==> src/rtl/pipe_hazard_ctrl.sv <==
// Pipeline hazard sequencer: per-buffer en/clr, PC enable, stall/flush statistics.
// Handles load-use stalls, branch flushes, mul/div freezes and syscall halt/resume.
module pipe_hazard_ctrl #(
    parameter int MDU_LAT = 4,
    parameter int CNT_W   = 32
) (
    input  logic             clk,
    input  logic             rst_n,
    input  logic [4:0]       id_rs,
    input  logic [4:0]       id_rt,
    input  logic             id_uses_rs,
    input  logic             id_uses_rt,
    input  logic [4:0]       ex_dst,
    input  logic             ex_is_load,
    input  logic             ex_branch_taken,
    input  logic             ex_halt,
    input  logic             mdu_start,
    input  logic             resume,
    output logic             pc_en,
    output logic             ifid_en,
    output logic             ifid_clr,
    output logic             idex_en,
    output logic             idex_clr,
    output logic             exmem_en,
    output logic             exmem_clr,
    output logic             memwb_en,
    output logic             halted,
    output logic [CNT_W-1:0] stall_cnt,
    output logic [CNT_W-1:0] flush_cnt
);

    localparam logic [1:0] S_RUN  = 2'd0;
    localparam logic [1:0] S_MDU  = 2'd1;
    localparam logic [1:0] S_HALT = 2'd2;

    logic [1:0]       r_state;
    logic [1:0]       w_next;
    logic [3:0]       r_mcnt;
    logic [3:0]       w_mcnt_nxt;
    logic [CNT_W-1:0] r_stall;
    logic [CNT_W-1:0] r_flush;
    logic             w_pc, w_ifid_en, w_ifid_clr, w_idex_en, w_idex_clr;
    logic             w_exmem_en, w_exmem_clr, w_memwb_en, w_halted;
    logic             w_flush_inc, w_stall_inc, w_hazard;

    assign w_hazard = ex_is_load && (ex_dst != 5'd0) &&
                      ((id_uses_rs && (id_rs == ex_dst)) ||
                       (id_uses_rt && (id_rt == ex_dst)));

    always_comb begin
        w_pc        = 1'b1;
        w_ifid_en   = 1'b1;
        w_ifid_clr  = 1'b0;
        w_idex_en   = 1'b1;
        w_idex_clr  = 1'b0;
        w_exmem_en  = 1'b1;
        w_exmem_clr = 1'b0;
        w_memwb_en  = 1'b1;
        w_halted    = 1'b0;
        w_flush_inc = 1'b0;
        w_next      = r_state;
        w_mcnt_nxt  = r_mcnt;
        case (r_state)
            S_RUN: begin
                if (ex_halt || mdu_start) begin
                    w_pc        = 1'b0;
                    w_ifid_en   = 1'b0;
                    w_idex_en   = 1'b0;
                    w_exmem_clr = 1'b1;
                    if (ex_halt) begin
                        w_next = S_HALT;
                    end else begin
                        w_next     = S_MDU;
                        w_mcnt_nxt = 4'(MDU_LAT - 2);
                    end
                end else if (ex_branch_taken) begin
                    w_ifid_clr  = 1'b1;
                    w_idex_clr  = 1'b1;
                    w_flush_inc = 1'b1;
                end else if (w_hazard) begin
                    w_pc       = 1'b0;
                    w_ifid_en  = 1'b0;
                    w_idex_clr = 1'b1;
                end
            end
            S_MDU: begin
                if (r_mcnt != 4'd0) begin
                    w_pc        = 1'b0;
                    w_ifid_en   = 1'b0;
                    w_idex_en   = 1'b0;
                    w_exmem_clr = 1'b1;
                    w_mcnt_nxt  = r_mcnt - 4'd1;
                end else begin
                    w_next = S_RUN;
                end
            end
            S_HALT: begin
                w_halted = 1'b1;
                if (resume) begin
                    // Squash the syscall still sitting in EX
                    w_exmem_clr = 1'b1;
                    w_next      = S_RUN;
                end else begin
                    w_pc       = 1'b0;
                    w_ifid_en  = 1'b0;
                    w_idex_en  = 1'b0;
                    w_exmem_en = 1'b0;
                    w_memwb_en = 1'b0;
                end
            end
            default: w_next = S_RUN;
        endcase
    end

    assign w_stall_inc = !w_pc && (r_state != S_HALT);

    always_ff @(posedge clk or negedge rst_n) begin
        if (!rst_n) begin
            r_state <= S_RUN;
            r_mcnt  <= 4'd0;
            r_stall <= '0;
            r_flush <= '0;
        end else begin
            r_state <= w_next;
            r_mcnt  <= w_mcnt_nxt;
            if (w_stall_inc && (r_stall != {CNT_W{1'b1}}))
                r_stall <= r_stall + 1'b1;
            if (w_flush_inc && (r_flush != {CNT_W{1'b1}}))
                r_flush <= r_flush + 1'b1;
        end
    end

    assign pc_en     = rst_n & w_pc;
    assign ifid_en   = rst_n & w_ifid_en;
    assign ifid_clr  = rst_n & w_ifid_clr;
    assign idex_en   = rst_n & w_idex_en;
    assign idex_clr  = rst_n & w_idex_clr;
    assign exmem_en  = rst_n & w_exmem_en;
    assign exmem_clr = rst_n & w_exmem_clr;
    assign memwb_en  = rst_n & w_memwb_en;
    assign halted    = rst_n & w_halted;
    assign stall_cnt = r_stall;
    assign flush_cnt = r_flush;

endmodule

==> config.mk <==
export PLATFORM = sky130hd
export DESIGN_NAME = pipe_hazard_ctrl
export DESIGN_NICKNAME = d
export VERILOG_FILES = /design/src/rtl/pipe_hazard_ctrl.sv
export SDC_FILE = /design/constraint.sdc
export NUM_CORES = 1
export LEC_CHECK = 0
export ABC_AREA = 0
export CORE_ASPECT_RATIO = 0.9
export CORE_UTILIZATION = 40
export DETAILED_ROUTE_END_ITERATION = 12
export PLACE_DENSITY = 0.72
export SLEW_MARGIN = 10
export SYNTH_ARGS = -nofsm -noshare
export SYNTH_HDL_FRONTEND = slang
export SYNTH_SLANG_ARGS = --single-unit
==> constraint.sdc <==
create_clock -name clk -period 5.6 [get_ports clk]
set_input_delay 1.68 -clock clk [delete_from_list [all_inputs] [get_ports clk]]
set_output_delay 1.68 -clock clk [all_outputs]
set_load 0.03 [all_outputs]
After elaboration in Yosys (flattened, before gate mapping)
Cells that the tools add are included.
{ "word_totals": {"register_bits": 70, "inputBits": 24, "elab_cells": 71} }
{ "classes": {"addsub": 3, "eq_ne": 12, "n_mux": 29, "bitwise_logic": 7, "n_reduce_logical": 16} }
{ "op_table": {"columns": ["cell", "count"], "rows": [
  ["adder 32 x 1 -> 32 bit (second input constant)", 2],
  ["inequality test 32 bit (second input constant)", 2],
  ["two-way mux 1 bit", 17],
  ["two-way mux 4 bit", 3],
  ["inequality test 2 bit (second input constant)", 6],
  ["== test 5 bit", 2],
  ["case mux 1 bit (3 select lines)", 3],
  ["two-way mux 2 bit", 4],
  ["case mux 4 bit (2 select lines)", 1],
  ["bitwise AND 1 bit", 7],
  ["logical AND 1 bit", 7],
  ["case mux 2 bit (3 select lines)", 1],
  ["nonzero test 5 bit", 1],
  ["AND reduction 4 bit", 1],
  ["nonzero test 4 bit", 1],
  ["subtractor 4 x 1 -> 4 bit (second input constant)", 1],
  ["AND reduction 3 bit", 1],
  ["== test 2 x 1 -> 1 bit (second input constant)", 1],
  ["== test 2 bit (second input constant)", 1],
  ["zero test 2 bit", 1],
  ["logical OR 1 bit", 2],
  ["nonzero test 2 bit", 1],
  ["zero test 1 bit", 1]
]} }

Logic depth before layout (Yosys ltp)
Gate-level depths: netlist (run 1).
{ "depth": {"ltp_word": 11, "mapped_depth": 9, "depth_no_buf": 8} }

Worst setup path after synthesis (run 1)
No wires, ideal clock.
{ "synth_timing": {"path_kind": "input -> output", "from": "in ex_dst[1]", "to": "out pc_en", "t_arrival_ps": 3512, "setup_slack_ps": 408, "cell_stages": 5, "path_cell_list": "or4_1 o21ai_1 nor2b_1 a21boi_0 buf_4"} }
{ "synth_via": {"elab_chain_cells": 9} }
{ "synth_lines": {"columns": ["item", "line_no", "text"], "rows": [
  ["from (decl)", "13", "input logic [4:0] ex_dst,"],
  ["== test 5 bit, on equally long branches", "47, 48", null],
  ["logical AND 1 bit, on equally long branches", "47, 48", null],
  ["logical OR 1 bit", "47", "((id_uses_rs && (id_rs == ex_dst)) ||"],
  ["logical AND 1 bit *", "46", "assign w_hazard = ex_is_load && (ex_dst != 5'd0) &&"],
  ["two-way mux 1 bit * (3 in series)", null, null],
  ["case mux 1 bit (3 select lines) *", null, null],
  ["bitwise AND 1 bit *", null, null],
  ["to (decl)", "19", "output logic pc_en,"]
]} }
Every way passes the cells marked *; elsewhere a longest branch is shown, timed or not.

Final worst setup path (run 1)
{ "layout_timing": {"from": "in ex_dst[1]", "to": "out idex_clr"} }
{ "layout_via": {"elab_chain_cells": 9} }
{ "layout_lines": {"columns": ["item", "line_no", "text"], "rows": [
  ["== test 5 bit, on equally long branches", "47, 48", null],
  ["logical AND 1 bit, on equally long branches", "47, 48", null],
  ["logical OR 1 bit", "47", null],
  ["logical AND 1 bit *", "46", null],
  ["two-way mux 1 bit *", "80", "end else if (w_hazard) begin"],
  ["two-way mux 1 bit *", "76", "end else if (ex_branch_taken) begin"],
  ["two-way mux 1 bit *", "65", "if (ex_halt || mdu_start) begin"],
  ["two-way mux 1 bit *", "63", "case (r_state)"],
  ["bitwise AND 1 bit *", "137", "assign idex_clr = rst_n & w_idex_clr;"],
  ["to (decl)", "23", "output logic idex_clr,"]
]} }
Marks and branches as above.

==> flow_metrics.py, run 1 <==
metrics = {
    "outcome": {
        "status": "finished, final reports clean",
    },
    "clock_network": {
        "cts_htree_levels": 3,
        "clockRootBuffer": "clkbuf_8",
        "clock_sinks": 70,
        "cts.clk_slew.worst_paths_ps": 80,
        "cts_setup_buffers": 0,
        "numCtsBuffers": 9,
        "ctsResizeCount": 0,
        "clk_path_buf_depth": 2,
        "cts_tree": "done",
        "cts-hold-fix-buffers": 0,
        "clk_latency_ps": 340,
    },
    "detailed_routing": {
        "drt_pass1_iterations": 4,
        "drtAntennaViolNets": 0,
        "detailroute.via_count": 2981,
        "drc": 0,
        "drt-vias-per-instance": 5.131,
        "wl_per_cell_um": 14.84,
        "routed_wirelength_mm": 8.623,
        "drt_iter0_drc": 149,
    },
    "synthesis": {
        "post-synth-top-area-fraction_pct": 47.75,
        "ys_seq_elements": 70,
        "seq_area_frac_synth_pct": 47.75,
        "syn_nets": 385,
        "syn-cell-area_sq_um": 3669,
        "ys_types": 53,
        "synthesis.area_per_instance_sq_um": 10.28,
        "yosysWarningCount": 0,
        "synth_area_leaders": "dfrtp_1 48%, xor2_1 8.8%, xnor2_1 8.4%",
        "synthCells": 357,
        "synth_area_leader_cell": "dfrtp_1",
    },
    "setup_path": {
        "cp_common_cell": "clkdlybuf4s50_1",
        "slowest_stage": "clkdlybuf4s50_1",
        "critical_path_required_ps": 3920,
        "crit_chain": "clkdlybuf4s50_1 > or4_1 > o21ai_1 > nor2b_1 > o211a_1 > clkdlybuf4s50_1",
        "cp_slowest_stage_delay_ps": 600,
        "start_kind": "input port",
        "crit_arrival_ps": 3780,
        "critPathKind": "input port to output port",
        "cp-end-kind": "output port",
        "critPathMaxFanout": 3,
    },
    "global_route": {
        "grt_max_degree": 69,
        "grt_use_total_pct": 19.35,
        "grt_pass1_wl_mm": 14.32,
        "grt_overflow": 0,
        "first_global_vias": 2862,
        "antenna_found_initial": 0,
    },
    "power_and_ir_drop": {
        "leakage_nw": 2.135,
        "p_per_area_nw_per_um2": 301.6,
        "p_int_w": 0.0009434,
        "clkPwrFrac_pct": 25.8,
        "swShare_pct": 36.32,
        "p_comb_share_pct": 30.5,
        "p_total_w": 0.001481,
        "peakVddDrop_mv": 0.1324,
        "p_seq_share_pct": 43.7,
        "p_sw_w": 0.0005381,
    },
    "placement": {
        "place_congestion": 0.8070,
        "dp_slack_ps": 126.5,
        "port_buffers": 96,
        "dp_hpwl_mm": 6.243,
    },
    "run": {
        "cap_violations": 0,
    },
    "layout": {
        "area_delta_synth_final_pct": 33.90,
        "n_antenna_cell": 0,
        "nNetsFinal": 485,
        "fillCellCount": 816,
        "drive_above_1_share_pct": 8.009,
    },
    "sta": {
        "skew_ps": 9.764,
        "tightest_slew_ps": 914.7,
        "post-route-period-util_pct": 97.58,
        "rsz0062_at_grt": "false",
        "hold_viol": 0,
        "final_max_slew_viol_count": 0,
        "setup_ws_ps": 135.3,
        "setup_violations": 0,
        "fin_setup_tns_ps": 0,
        "clock.fmax_ghz": 0.1830,
        "period_needed_ps": 5465,
        "slew_headroom_pct": 38.65,
    },
    "worst_hold_path": {
        "hold_path_class": "register to register",
    },
    "floorplanning": {
        "core_sq_um": 8728,
        "design.die.area_sq_um": 9558,
        "rows": 32,
        "initial_core_util_pct": 42.03,
        "die_x_um": 102.9,
        "die_y_um": 92.85,
        "ios": 97,
    },
}
[logic make-up after synthesis]
kind of cell,after synthesis,share of synthesized area [%]
DFF,70,47.75
buffers and inverters,21,2.694
and+or+nand+nor,163,25.38
AOI/OAI and AO/OA,25,4.911
adders and majority gates,4,1.364
muxes,2,0.7161
xor gates and xnor gates,72,17.19
[cells in the final DEF (no fill, tap or decap), types with 5 or more instances in the layout]
cell type        count
inv_1               13
o21ai_0              5
clkdlybuf4s50_1     93
nand4_1             17
clkbuf_8            12
nor3_1              23
nor2_1              23
dfrtp_1             70
nand3_1             18
nand2_1             32
xor2_1              37
xnor2_1             35
and3_1               8
nor4_1              10
[critical path, delay by kind of cell]
kind	cells	cell delay [ps]
AO/OA/AOI/OAI	2	410
buffers and inverters	2	1080
AND/OR/NAND/NOR	2	620
[final cells by class]
cell class                      instances  area, sq um  area share [%]
Inverter                               13        48.80          0.9934
Clock inverter                          3        17.52          0.3566
Clock buffer                           13        168.9           3.439
Tap cell                              119        148.9           3.031
Timing Repair Buffer                   97        958.4           19.51
Multi-Input combinational cell        266         1818           37.01
Sequential cell                        70         1752           35.66
[cells in the mapped netlist, drive strengths merged]
library cell and count:
and3 10, nand3b 4, o211a 1, or4 2
nand2 32, o31ai 1, nor2 24, and2 1
o22ai 1, and4 5, o31a 1, buf 7
a211o 2, clkbuf 1, nor4 12, inv 13
a2111o 1, xor2 37, ha 4, a21boi 2
o21ai 7, a21oi 4, xnor2 35, nor2b 1
a211oi 1, or3 3, nand4 18, a22o 1
dfrtp 70, o221ai 1, nor3 25, nand2b 2
nor3b 2, nand3 20, or2 2, o21a 2
mux2 2
[state kept, by name, indices dropped and copies added, names as in the netlist]
register / cells
stall_cnt: 32
r_mcnt: 4
flush_cnt: 32
r_state: 2
[power by group through the flow]
stage / Clock (W) / Combinational [W] / Sequential [W]
after floorplan: 0 / 0.000245 / 0.000689
after global placement: 0 / 0.000444 / 0.000650
after detailed placement: 0 / 0.000456 / 0.000654
after CTS: 0.000396 / 0.000456 / 0.000645
after global routing: 0.000415 / 0.000488 / 0.000655
final: 0.000383 / 0.000452 / 0.000647
[metal layers]
layer	global-route usage [%]	share of wire (%)
met5	0	0
met4	5.751	1.4
met3	5.736	4.6
met2	29.61	47
met1	26.32	47
[per-stage QoR]
step	cell area (sq um)	hold WS [ps]	instances	util [%]
floorplan	3669	490.1	357	-
global placement	4726	478.2	565	54.14
detailed placement	4726	480.3	565	54.14
CTS	4912	497.8	581	56.28
global route	4912	506.8	581	56.28
finish	4912	491.8	581	56.28
[final timing paths]
kind	from	to	slack, ps	cells after the start
worst min register to register	stall_cnt[13]$_DFFE_PN0P_	stall_cnt[13]$_DFFE_PN0P_	490	1
min in group asynchronous	rst_n	r_state[0]$_DFFE_PN0P_	1160	1
worst min-delay path	stall_cnt[13]$_DFFE_PN0P_	stall_cnt[13]$_DFFE_PN0P_	490	1
worst max-delay path	ex_dst[1]	idex_clr	140	6
worst max register to register	r_mcnt[0]$_DFFE_PN0P_	stall_cnt[22]$_DFFE_PN0P_	2910	8
max in group asynchronous	rst_n	stall_cnt[29]$_DFFE_PN0P_	3360	2
Note: power is estimated with default switching activity, not from simulation.
==> run 2, diff against run 1 <==
- DONT_BUFFER_PORTS: unset -> 1
- PLACE_DENSITY: 0.72 -> 0.58
- SKIP_CTS_REPAIR_TIMING: unset -> 1
==> run 2 against run 1 <==
Worst hold slack better by 69 ps; largest cell class unchanged; cell count shrank 17%; combinational power fell by 43%.
==> flow_metrics.py, run 2 (synthesis results as in run 1) <==
metrics = {
    "power_and_ir_drop": {
        "leakage_nw": 1.775,
        "peakVddDrop_mv": 0.1652,
        "p_per_area_nw_per_um2": 344.5,
    },
    "sta": {
        "skew_ps": 5.839,
        "hold_viol": 0,
        "period_needed_ps": 4578,
        "holdWs_ps": 560.4,
        "rsz0062_at_grt": "false",
        "post-route-period-util_pct": 81.75,
        "slew_headroom_pct": 35.68,
        "final_max_slew_viol_count": 0,
        "clock.fmax_ghz": 0.2184,
        "fin_setup_tns_ps": 0,
        "setup_violations": 0,
        "tightest_slew_ps": 962.8,
    },
    "setup_path": {
        "cp_slowest_stage_delay_ps": 510,
        "cpLargestDelayFamily": "simple AND/OR/NAND/NOR gates",
        "crit_buf_inv": 1,
        "crit_chain": "or4_1 > o21ai_1 > nor2b_1 > a21boi_1 > buf_4",
        "crit_arrival_ps": 2900,
        "cp-end-kind": "output port",
        "critical_path_required_ps": 3920,
        "slowest_stage": "or4_1",
        "critPathKind": "input port to output port",
        "critPathMaxFanout": 3,
        "start_kind": "input port",
    },
    "clock_network": {
        "clk_path_buf_depth": 2,
        "clk_latency_ps": 340,
        "clock_sinks": 70,
        "cts_htree_levels": 3,
        "cts_tree": "done",
        "numCtsBuffers": 9,
        "clockRootBuffer": "clkbuf_8",
        "cts.clk_slew.worst_paths_ps": 70,
    },
    "detailed_routing": {
        "drt_pass1_iterations": 4,
        "drt-vias-per-instance": 5.386,
        "drc": 0,
        "drt_iter0_drc": 101,
        "wl_per_cell_um": 16.44,
        "detailroute.via_count": 2612,
        "drtAntennaViolNets": 0,
        "routed_wirelength_mm": 7.975,
    },
    "floorplanning": {
        "core_sq_um": 8728,
        "rows": 32,
        "die_y_um": 92.85,
        "design.die.area_sq_um": 9558,
        "die_x_um": 102.9,
        "initial_core_util_pct": 42.03,
        "ios": 97,
    },
    "layout": {
        "drive_above_1_share_pct": 8.743,
        "n_antenna_cell": 0,
        "area_delta_synth_final_pct": 7.879,
        "final_cell_mix": "70 x dfrtp_1, 37 x xor2_1, 35 x xnor2_1, 32 x nand2_1",
        "fillCellCount": 862,
        "nNetsFinal": 389,
        "seqCellArea_sq_um": 1752,
        "multiInputGateArea_sq_um": 1818,
        "final_common_cell": "dfrtp_1",
    },
    "global_route": {
        "grt_pass1_wl_mm": 12.65,
        "antenna_found_initial": 0,
        "grt_max_degree": 77,
        "grt_overflow": 0,
        "grt_use_total_pct": 17.39,
        "first_global_vias": 2547,
    },
    "placement": {
        "dp_hpwl_mm": 5.588,
        "port_buffers": 0,
        "place_congestion": 0.7467,
    },
    "run": {
        "cap_violations": 0,
    },
    "worst_hold_path": {
        "hold_path_class": "register to register",
    },
    "outcome": {
        "status": "finished, final reports clean",
    },
}
[run 2: changes by cell type in the layout (fill, tap and decap cells not counted), sizes merged]
cell,before,now
buf,4,1
clkdlybuf4s50,93,0
bufinv,0,1
clkbuf,13,12
[run 2: final cells by class]
type                       instances  share of cell area (%)
tap                              119                   3.762
multi-input combinational        266                   45.94
timing repair buffer               1                  0.1897
inverter                          13                   1.233
clock buffer                      12                   3.414
sequential                        70                   44.26
clock inverter                     4                   1.201
[run 2: per-layer routing]
layer | up-vias | global-route usage (%) | wire [um]
met1 | 1287 | 22.92 | 3695
met4 | 0 | 4.695 | 72
met2 | 63 | 26.33 | 3637
met5 | - | 0 | 0
met3 | 7 | 6.943 | 570
li1 | 1255 | - | -
[run 2: worst paths after layout]
kind	from	end	slack, ps	depth (start not counted)
min in group asynchronous	rst_n	r_state[1]$_DFFE_PN0P_	1030	0
hold / removal	r_mcnt[3]$_DFFE_PN0P_	r_mcnt[3]$_DFFE_PN0P_	560	1
setup reg to reg	r_mcnt[0]$_DFFE_PN0P_	stall_cnt[31]$_DFFE_PN0P_	2900	8
setup / recovery	ex_dst[1]	pc_en	1020	5
max in group asynchronous	rst_n	flush_cnt[15]$_DFFE_PN0P_	4450	0
hold reg to reg	r_mcnt[3]$_DFFE_PN0P_	r_mcnt[3]$_DFFE_PN0P_	560	1
[run 2: power by group]
group / switching [W] / internal (W) / leakage [nW]
Sequential: 0.000162 / 0.000557 / 0.905
Clock: 0.000181 / 0.000205 / 0.0904
Combinational: 0.000160 / 0.0000985 / 0.780
[run 2: per-stage QoR]
stage	power [W]	worst slack, ps	instances	util, %	instance area, sq um
final	0.001363	1022	485	45.34	3958
after detailed placement	0.0009864	1011	469	43.25	3775
after global routing	0.001447	866.2	485	45.34	3958
after floorplan	0.0009340	407.6	357	-	3669
after CTS	0.001386	1005	485	45.34	3958
after global placement	0.0009778	1032	469	43.25	3775
==> run 3, diff against run 2 <==
- clock period: 5.6 -> 4.5 ns (I/O delays scaled with it)
==> run 3 against run 2 <==
First-iteration DRC count down 28%; total power up 26%; register-to-register slack lost 1100 ps; worst hold slack worse by 14 ps; clock skew increased by 4.6 ps; design area increased by 0.57%; combinational power increased by 28%; critical path type unchanged; non-clock buffer count rose by 1; sequential power is 24% higher; sequential share of layout area shrank 0.25 points; worst setup slack got worse by 450 ps; global-route usage increased by 0.56 points.
==> flow_metrics.py, run 3 (synthesis results as in run 1) <==
metrics = {
    "outcome": {
        "status": "finished, final reports clean",
    },
    "layout": {
        "fin_area_sq_um": 3980,
        "final_cell_mix": "70 x dfrtp_1, 37 x xor2_1, 35 x xnor2_1, 32 x nand2_1",
        "area_delta_synth_final_pct": 8.493,
        "drive_above_1_share_pct": 9.809,
        "fillCellCount": 903,
        "nNetsFinal": 390,
        "fin_cells": 486,
        "final_common_cell": "dfrtp_1",
        "n_antenna_cell": 0,
    },
    "floorplanning": {
        "design.die.area_sq_um": 9558,
        "die_y_um": 92.85,
        "die_x_um": 102.9,
        "rows": 32,
        "initial_core_util_pct": 42.03,
        "core_sq_um": 8728,
        "ios": 97,
    },
    "placement": {
        "port_buffers": 0,
        "place_congestion": 0.7619,
        "placedCellCount": 470,
        "place_area_sq_um": 3782,
        "dp_hpwl_mm": 5.582,
    },
    "power_and_ir_drop": {
        "peakVddDrop_mv": 0.1591,
        "p_seq_share_pct": 51.8,
        "p_per_area_nw_per_um2": 433.1,
        "swShare_pct": 37.46,
        "leakage_nw": 1.789,
        "p_total_w": 0.001724,
        "clkPwrFrac_pct": 29.1,
        "p_comb_share_pct": 19.1,
        "p_int_w": 0.001078,
        "p_sw_w": 0.0006458,
    },
    "clock_network": {
        "clockRootBuffer": "clkbuf_8",
        "clk_path_buf_depth": 2,
        "cts.clk_slew.worst_paths_ps": 70,
        "clock_sinks": 70,
        "cts_htree_levels": 3,
        "numCtsBuffers": 9,
        "clk_latency_ps": 340,
        "cts_tree": "done",
    },
    "sta": {
        "post-route-period-util_pct": 87.24,
        "fin_setup_tns_ps": 0,
        "tightest_slew_ps": 931.7,
        "skew_ps": 10.44,
        "slew_headroom_pct": 37.51,
        "hold_viol": 0,
        "setup_violations": 0,
        "clock.fmax_ghz": 0.2547,
        "rsz0062_at_grt": "false",
        "period_needed_ps": 3926,
        "final_max_slew_viol_count": 0,
    },
    "global_route": {
        "grt_max_degree": 77,
        "grt_pass1_wl_mm": 13.12,
        "antenna_found_initial": 0,
        "first_global_vias": 2628,
        "grt_use_total_pct": 17.95,
        "grt_overflow": 0,
    },
    "setup_path": {
        "critPathKind": "input port to output port",
        "critPathMaxFanout": 3,
        "critical_path_required_ps": 3150,
        "crit_buf_inv": 1,
        "crit_arrival_ps": 2580,
        "start_kind": "input port",
        "cpLargestDelayFamily": "simple AND/OR/NAND/NOR gates",
        "crit_chain": "or4_1 > o21ai_1 > nor2b_1 > a21boi_1 > buf_4",
        "cp-end-kind": "output port",
        "slowest_stage": "or4_1",
        "cp_slowest_stage_delay_ps": 520,
    },
    "detailed_routing": {
        "drt_iter0_drc": 73,
        "drtAntennaViolNets": 0,
        "drt_pass1_iterations": 4,
        "detailroute.via_count": 2627,
        "routed_wirelength_mm": 7.786,
        "drt-vias-per-instance": 5.405,
        "drc": 0,
        "wl_per_cell_um": 16.02,
    },
    "run": {
        "cap_violations": 0,
    },
    "worst_hold_path": {
        "hold_path_class": "register to register",
    },
}
[run 3: path summary, 6_finish.rpt]
kind	start	endpoint	slack (ps)	depth (start not counted)
worst max-delay path	ex_dst[1]	ifid_en	570	5
worst min-delay path	r_mcnt[3]$_DFFE_PN0P_	r_mcnt[3]$_DFFE_PN0P_	550	1
worst max register to register	r_mcnt[0]$_DFFE_PN0P_	stall_cnt[29]$_DFFE_PN0P_	1830	8
worst min register to register	r_mcnt[3]$_DFFE_PN0P_	r_mcnt[3]$_DFFE_PN0P_	550	1
max in group asynchronous	rst_n	flush_cnt[3]$_DFFE_PN0P_	3670	0
min in group asynchronous	rst_n	r_state[1]$_DFFE_PN0P_	700	0
[run 3: per-stage QoR]
stage               util [%]  hold slack (ps)  setup WS [ps]
finish                 45.60            546.3          574.4
global route           45.60            558.4          361.6
CTS                    45.60            539.6          571.6
detailed placement     43.33            519.6          577.7
global placement       43.33            518.9          601.4
floorplan                  -            490.1          243.1
[run 3: metal layers]
layer	vias up	wire length, um	GRT usage, %
li1	1260	-	-
met1	1287	3579	22.73
met2	72	3608	27.78
met3	8	523	7.245
met4	0	75	5.751
met5	-	0	0
[run 3: power groups by stage]
stage	registers, W	logic, W	clock network (W)
2_1_floorplan	0.000858	0.000305	0
3_3_place_gp	0.000902	0.000318	0
3_5_place_dp	0.000905	0.000333	0
4_1_cts	0.000893	0.000335	0.000528
5_1_grt	0.000908	0.000373	0.000550
6_report	0.000893	0.000329	0.000502
[run 3: area by class of cell]
type                       count  area [sq um]  share of cell area (%)
multi-input combinational    266          1818                   45.68
sequential                    70          1752                   44.01
tap                          119         148.9                   3.741
clock buffer                   9         123.9                   3.112
clock inverter                 7         73.82                   1.855
inverter                      13         48.80                   1.226
timing repair buffer           2         15.01                  0.3772
